===== config.mk =====
export PLATFORM = sky130hd
export DESIGN_NAME = ysyx_22050019_ifu
export DESIGN_NICKNAME = d
export VERILOG_FILES = /design/src/rtl/ysyx_22050019_ifu_pkg.sv /design/src/rtl/ysyx_22050019_pc_reg.sv /design/src/rtl/ysyx_22050019_ifu.sv
export SDC_FILE = /design/constraint.sdc
export NUM_CORES = 1
export LEC_CHECK = 0
export BUFFER_PORTS_ARGS = -buffer_cell sky130_fd_sc_hd__buf_2
export CAP_MARGIN = 30
export CORE_MARGIN = 4
export CORE_UTILIZATION = 43
export CTS_CLUSTER_DIAMETER = 100
export CTS_CLUSTER_SIZE = 10
export DETAILED_ROUTE_END_ITERATION = 10
export PLACE_DENSITY = 0.75
export SYNTH_ARGS = -nofsm -noshare
export SYNTH_HDL_FRONTEND = slang
export SYNTH_HIERARCHICAL = 1
export SYNTH_SLANG_ARGS = --single-unit

===== constraint.sdc =====
create_clock -name clk -period 3.78 [get_ports clk]
set_input_delay 0.189 -clock clk [delete_from_list [all_inputs] [get_ports clk]]
set_output_delay 0.189 -clock clk [all_outputs]
set_load 0.1 [all_outputs]

===== src/rtl/ysyx_22050019_ifu_pkg.sv =====
// Shared types and constants for the instruction fetch unit.
// Holds the FSM state encoding, the default reset PC and the word-select helper.
package ysyx_22050019_ifu_pkg;

    typedef enum logic [1:0] {
        IDLE = 2'd0,
        ADDR = 2'd1,
        DATA = 2'd2,
        HOLD = 2'd3
    } ifu_state_e;

    localparam logic [63:0] RESET_PC_DEF = 64'h0000_0000_8000_0000;
    localparam logic [31:0] INST_NOP     = 32'h0000_0000;

    // The bus returns an aligned 8-byte beat; PC bit 2 picks the 32-bit half.
    function automatic logic [31:0] sel_inst(input logic pc_bit2, input logic [63:0] beat);
        return pc_bit2 ? beat[63:32] : beat[31:0];
    endfunction

endpackage


===== src/rtl/ysyx_22050019_pc_reg.sv =====
// Program counter register.
// A redirect load wins over the sequential +4 advance; otherwise the PC holds.
module ysyx_22050019_pc_reg
    import ysyx_22050019_ifu_pkg::*;
#(
    parameter int                ADDR_W   = 64,
    parameter logic [ADDR_W-1:0] RESET_PC = RESET_PC_DEF[ADDR_W-1:0]
) (
    input  logic              clk,
    input  logic              rst,
    input  logic              i_load,
    input  logic [ADDR_W-1:0] i_target,
    input  logic              i_adv,
    output logic [ADDR_W-1:0] o_pc
);

    logic [ADDR_W-1:0] r_pc;

    always_ff @(posedge clk or posedge rst) begin
        if (rst) begin
            r_pc <= RESET_PC;
        end else if (i_load) begin
            r_pc <= i_target;
        end else if (i_adv) begin
            r_pc <= r_pc + ADDR_W'(4);
        end
    end

    assign o_pc = r_pc;

endmodule


===== src/rtl/ysyx_22050019_ifu.sv =====
// Instruction fetch unit: one outstanding read, presents pc/inst to IF/ID,
// and discards responses made stale by a redirect from ID.
module ysyx_22050019_ifu
    import ysyx_22050019_ifu_pkg::*;
#(
    parameter int                ADDR_W   = 64,
    parameter logic [ADDR_W-1:0] RESET_PC = RESET_PC_DEF[ADDR_W-1:0]
) (
    input  logic              clk,
    input  logic              rst_n,
    input  logic              if_id_stall_i,
    input  logic              id_j_flush,
    input  logic [ADDR_W-1:0] jump_pc_i,
    output logic              ar_valid_o,
    output logic [ADDR_W-1:0] ar_addr_o,
    input  logic              ar_ready_i,
    input  logic              r_valid_i,
    input  logic [63:0]       r_data_i,
    output logic              r_ready_o,
    output logic [ADDR_W-1:0] pc_o,
    output logic [31:0]       inst_o,
    output logic              commite_o,
    output logic              ifu_ok_o,
    output logic [1:0]        dbg_state_o
);

    // Bus handshakes: a request transfers on the edge where ar_valid_o and
    // ar_ready_i are both high; a response transfers where r_valid_i and
    // r_ready_o are both high. Neither side may depend on the other combinationally.

    ifu_state_e        r_state, w_state_nxt;
    logic              r_kill, w_kill_nxt;
    logic              w_capture, w_clear, w_adv;
    logic [ADDR_W-1:0] w_pc;
    logic [ADDR_W-1:0] r_pc_o;
    logic [31:0]       r_inst;
    logic              r_commite, r_ifu_ok;

    ysyx_22050019_pc_reg #(
        .ADDR_W   (ADDR_W),
        .RESET_PC (RESET_PC)
    ) u_pc_reg (
        .clk      (clk),
        .rst      (rst_n),
        .i_load   (id_j_flush),
        .i_target (jump_pc_i),
        .i_adv    (w_adv),
        .o_pc     (w_pc)
    );

    always_ff @(posedge clk or posedge rst_n) begin
        if (rst_n) begin
            r_state <= IDLE;
            r_kill  <= 1'b0;
        end else begin
            r_state <= w_state_nxt;
            r_kill  <= w_kill_nxt;
        end
    end

    always_comb begin
        w_state_nxt = r_state;
        w_kill_nxt  = r_kill;
        w_capture   = 1'b0;
        w_clear     = 1'b0;
        w_adv       = 1'b0;
        case (r_state)
            IDLE: w_state_nxt = ADDR;
            ADDR: begin
                if (ar_ready_i) begin
                    w_state_nxt = DATA;
                    if (id_j_flush) w_kill_nxt = 1'b1;
                end
            end
            DATA: begin
                if (r_valid_i) begin
                    w_kill_nxt = 1'b0;
                    if (r_kill || id_j_flush) begin
                        w_state_nxt = ADDR;
                    end else begin
                        w_capture   = 1'b1;
                        w_state_nxt = HOLD;
                    end
                end else if (id_j_flush) begin
                    w_kill_nxt = 1'b1;
                end
            end
            HOLD: begin
                // The redirect load inside pc_reg overrides the advance.
                if (id_j_flush || !if_id_stall_i) begin
                    w_clear     = 1'b1;
                    w_adv       = !if_id_stall_i;
                    w_state_nxt = ADDR;
                end
            end
            default: w_state_nxt = IDLE;
        endcase
    end

    always_ff @(posedge clk or posedge rst_n) begin
        if (rst_n) begin
            r_pc_o    <= '0;
            r_inst    <= INST_NOP;
            r_commite <= 1'b0;
            r_ifu_ok  <= 1'b0;
        end else begin
            r_ifu_ok <= w_capture;
            if (w_capture) begin
                r_pc_o    <= w_pc;
                r_inst    <= sel_inst(w_pc[2], r_data_i);
                r_commite <= 1'b1;
            end else if (w_clear) begin
                r_inst    <= INST_NOP;
                r_commite <= 1'b0;
            end
        end
    end

    assign ar_valid_o  = (r_state == ADDR);
    assign ar_addr_o   = w_pc;
    assign r_ready_o   = (r_state == DATA);
    assign pc_o        = r_pc_o;
    assign inst_o      = r_inst;
    assign commite_o   = r_commite;
    assign ifu_ok_o    = r_ifu_ok;
    assign dbg_state_o = r_state;

endmodule


==> results_dict.tcl <==
set metrics [dict create \
    cp-startpoint "dbg_state_o[1]" \
    p_leak_uw 0.005222 \
    fp.coreArea_um2 18210 \
    peakVddDrop_mv 0.6899 \
    cp.required_ns 4.13 \
    arrival_ns 3.52 \
    die_h_um 145.2 \
    grt_pass1_wl_mm 39.32 \
    initial_core_util 0.4442 \
    syn_nets 853 \
    yosysSeqAreaShare 0.5106 \
    internal_power_uw 3948 \
    grt_use_total 0.2287 \
    rrSetupSlack_ns 0.61 \
    fin_total_pwr_uw 8605 \
    worstPathCellList "ha_1 -> inv_1 -> nor2_1 -> and4_1 -> buf_4 -> and4_1 -> nand4b_1 -> or4_1 -> a31oi_1" \
    synthArstFlopShare 1.000 \
    path_class "reg2reg" \
    die_w_um 145.2 \
    holdWs_ns 0.01223 \
    syn_inst 713 \
    dp_hpwl_mm 17.72 \
    yosys-top-cells-area "dfrtp_1, mux2_4, mux2i_1" \
    layout-drive-gt1-share 0.4023 \
    tightest_slew_ns 0.8890 \
    slew-limit-headroom 0.4064 \
    finalSetupViolations 0 \
    postLayoutCoreUtil 0.5905 \
    grt_pass1_vias 7124 \
    ys_seq_elements 165 \
    antenna_found_initial 1 \
    vias 6976 \
    cts.sink_count 165 \
    cts_buffer_depth 2 \
    finalCritPeriodShare 0.8392 \
    dieArea_um2 21070 \
    r2r-end "u_pc_reg/o_pc[49]" \
    io_pins 300 \
    switching_power_uw 4657 \
    r2r_start "dbg_state_o[1]" \
    synth-edff-count 0 \
    crit_end "u_pc_reg/o_pc[49]" \
    drc_errors 0 \
    worst_setup_path_end_kind "flip-flop" \
    routedWlPerCell_um 19.20 \
    tns_ns 0 \
    grt_remaining_overflow 0 \
    hold_path_class "in2reg" \
    critPathLaunchType "flip-flop" \
    path_max_fanout 12 \
    vias_per_cell 5.433 \
    numCtsBuffers 17 \
    status "finished clean" \
    syn_area_um2 8089 \
    synth_area_per_cell_um2 11.35 \
    port_buffers 299 \
    critPathSlowestCell "or4_1" \
    grt_max_degree 56 \
    cts-resized-gates 0 \
    yosysTopAreaCell "dfrtp_1" \
    h-tree-depth 4 \
    drtPass1Iterations 6 \
    clkLatencyLatePin_ns 0.43 \
    layout.cells.most_common "buf_2" \
    post_cts_buffers 0 \
    synth_flop_cell "dfrtp_1" \
    max_freq_ghz 0.3152 \
    synthDistinctLibCells 47 \
    critical-path-max-stage-delay_ns 0.66 \
    clock_skew_ns 0.01807 \
    synth.top_cell.area_share 0.5073 \
    ctsHoldBuffers 45 \
    p_comb_frac 0.514 \
    p_per_area_nw_per_um2 800.4 \
    fin_nets 1181 \
    antenna_left 0 \
    yosysWarnings 6 \
    cpMostUsedCell "and4_1" \
    slew_violations 0 \
    postRouteWirelength_mm 24.66 \
    drtIter0Drc 408 \
    clkTransAtPathRegs_ns 0.07 \
    fin_crit_ns 3.172 \
    clkPwrFrac 0.198 \
    worst_r2r_path_depth 9 \
    p_sw_frac 0.5412 \
    seqPwrFrac 0.288 \
    gp_congestion 0.8162 \
    drv_cap 0 \
    rows 49 \
    area_delta_synth_final_pct 32.92 \
    layout_common_cells "buf_2, dfrtp_1, nand2_1" \
    cts_tree "yes" \
    clockRootBuffer "clkbuf_16" \
    nFillCells 1519 \
    hold_violations 0 \
    rsz0062_at_grt "no" \
]
## power groups by stage
stage	sequential, uW	combinational, uW	clock [uW]
6_report	2480	4420	1710
5_1_grt	2530	4550	1820
4_1_cts	2470	4440	1730
3_5_place_dp	2490	4390	0
3_3_place_gp	2480	4360	0
2_1_floorplan	5330	810	0
## metal layers
layer,vias to the layer above,global-route usage,wire length [um]
met4,0,0.08215,514
met2,284,0.3721,11940
met5,-,0,0
met3,46,0.06268,1603
met1,3383,0.2955,10600
li1,3263,-,-
## registers in the layout, summed over array words and instances (netlist names)
signal and count:
r_kill 1, dbg_state_o 2, u_pc_reg/o_pc 64, commite_o 1, inst_o 32, ifu_ok_o 1, pc_o 64
## worst max-delay path: cells and delay by family, from the launching register on
kind / cells / cell delay [ns]
AND/OR/NAND/NOR: 5 / 1.98
flip-flops: 1 / 0.44
adder cells (fa/ha/maj): 1 / 0.25
buffers and inverters: 2 / 0.24
AO/OA/AOI/OAI: 1 / 0.19
## Yosys cell counts (4+ instances only)
master	instances
dfrtp_1	164
nand2_1	68
mux2_4	40
o21ai_0	35
mux2i_1	34
o2bb2ai_1	32
clkbuf_1	31
mux2_2	30
nand3_1	29
nor2_1	29
or4_1	25
xnor2_1	24
a31oi_1	21
nand4_1	18
o31ai_1	17
inv_1	16
nor3_1	11
xor2_1	10
buf_2	9
and3_1	8
and4_1	8
nor4_1	8
ha_1	6
o211ai_1	6
buf_12	4
## stage by stage
step	instance area (um^2)	std cells	worst slack, ns
CTS	10740	1282	0.6828
detailed placement	9713	1205	0.6861
floorplan	8089	713	0.2960
global route	10750	1284	0.3926
global placement	9686	1204	0.8493
finish	10750	1284	0.6079
## area by class of cell
class / instances / area, um^2 / area share
Antenna cell: 1 / 2.502 / 0.0002327
Clock buffer: 20 / 456.7 / 0.04248
Clock inverter: 12 / 118.9 / 0.01106
Inverter: 17 / 68.82 / 0.006401
Multi-Input combinational cell: 483 / 3620 / 0.3367
Sequential cell: 165 / 4131 / 0.3843
Tap cell: 229 / 286.5 / 0.02665
Timing Repair Buffer: 357 / 2067 / 0.1922
## cells by family (layout without fill, tap and decap cells)
| kind of cell | Yosys count | in the layout | synth area share |
|---|---|---|---|
| compound gates | 118 | 118 | 0.1005 |
| xor+xnor | 34 | 34 | 0.03681 |
| fa+ha+maj | 6 | 6 | 0.009280 |
| buf+inv | 65 | 406 | 0.04192 |
| flops | 165 | 165 | 0.5106 |
| mux | 104 | 104 | 0.1581 |
| other cells | 0 | 1 | 0 |
| simple gates | 221 | 221 | 0.1428 |
## worst min path at each step
stage          depth (start not counted)                 to     startpoint
2_1_floorplan                          1             r_kill      r_valid_i
3_3_place_gp                           3  u_pc_reg/o_pc[16]  jump_pc_i[16]
3_5_place_dp                           2           pc_o[31]          rst_n
4_1_cts                                3  u_pc_reg/o_pc[22]  jump_pc_i[22]
5_1_grt                                2   u_pc_reg/o_pc[9]   jump_pc_i[9]
6_report                               2   u_pc_reg/o_pc[9]   jump_pc_i[9]
(Power assumes the default switching activity.)
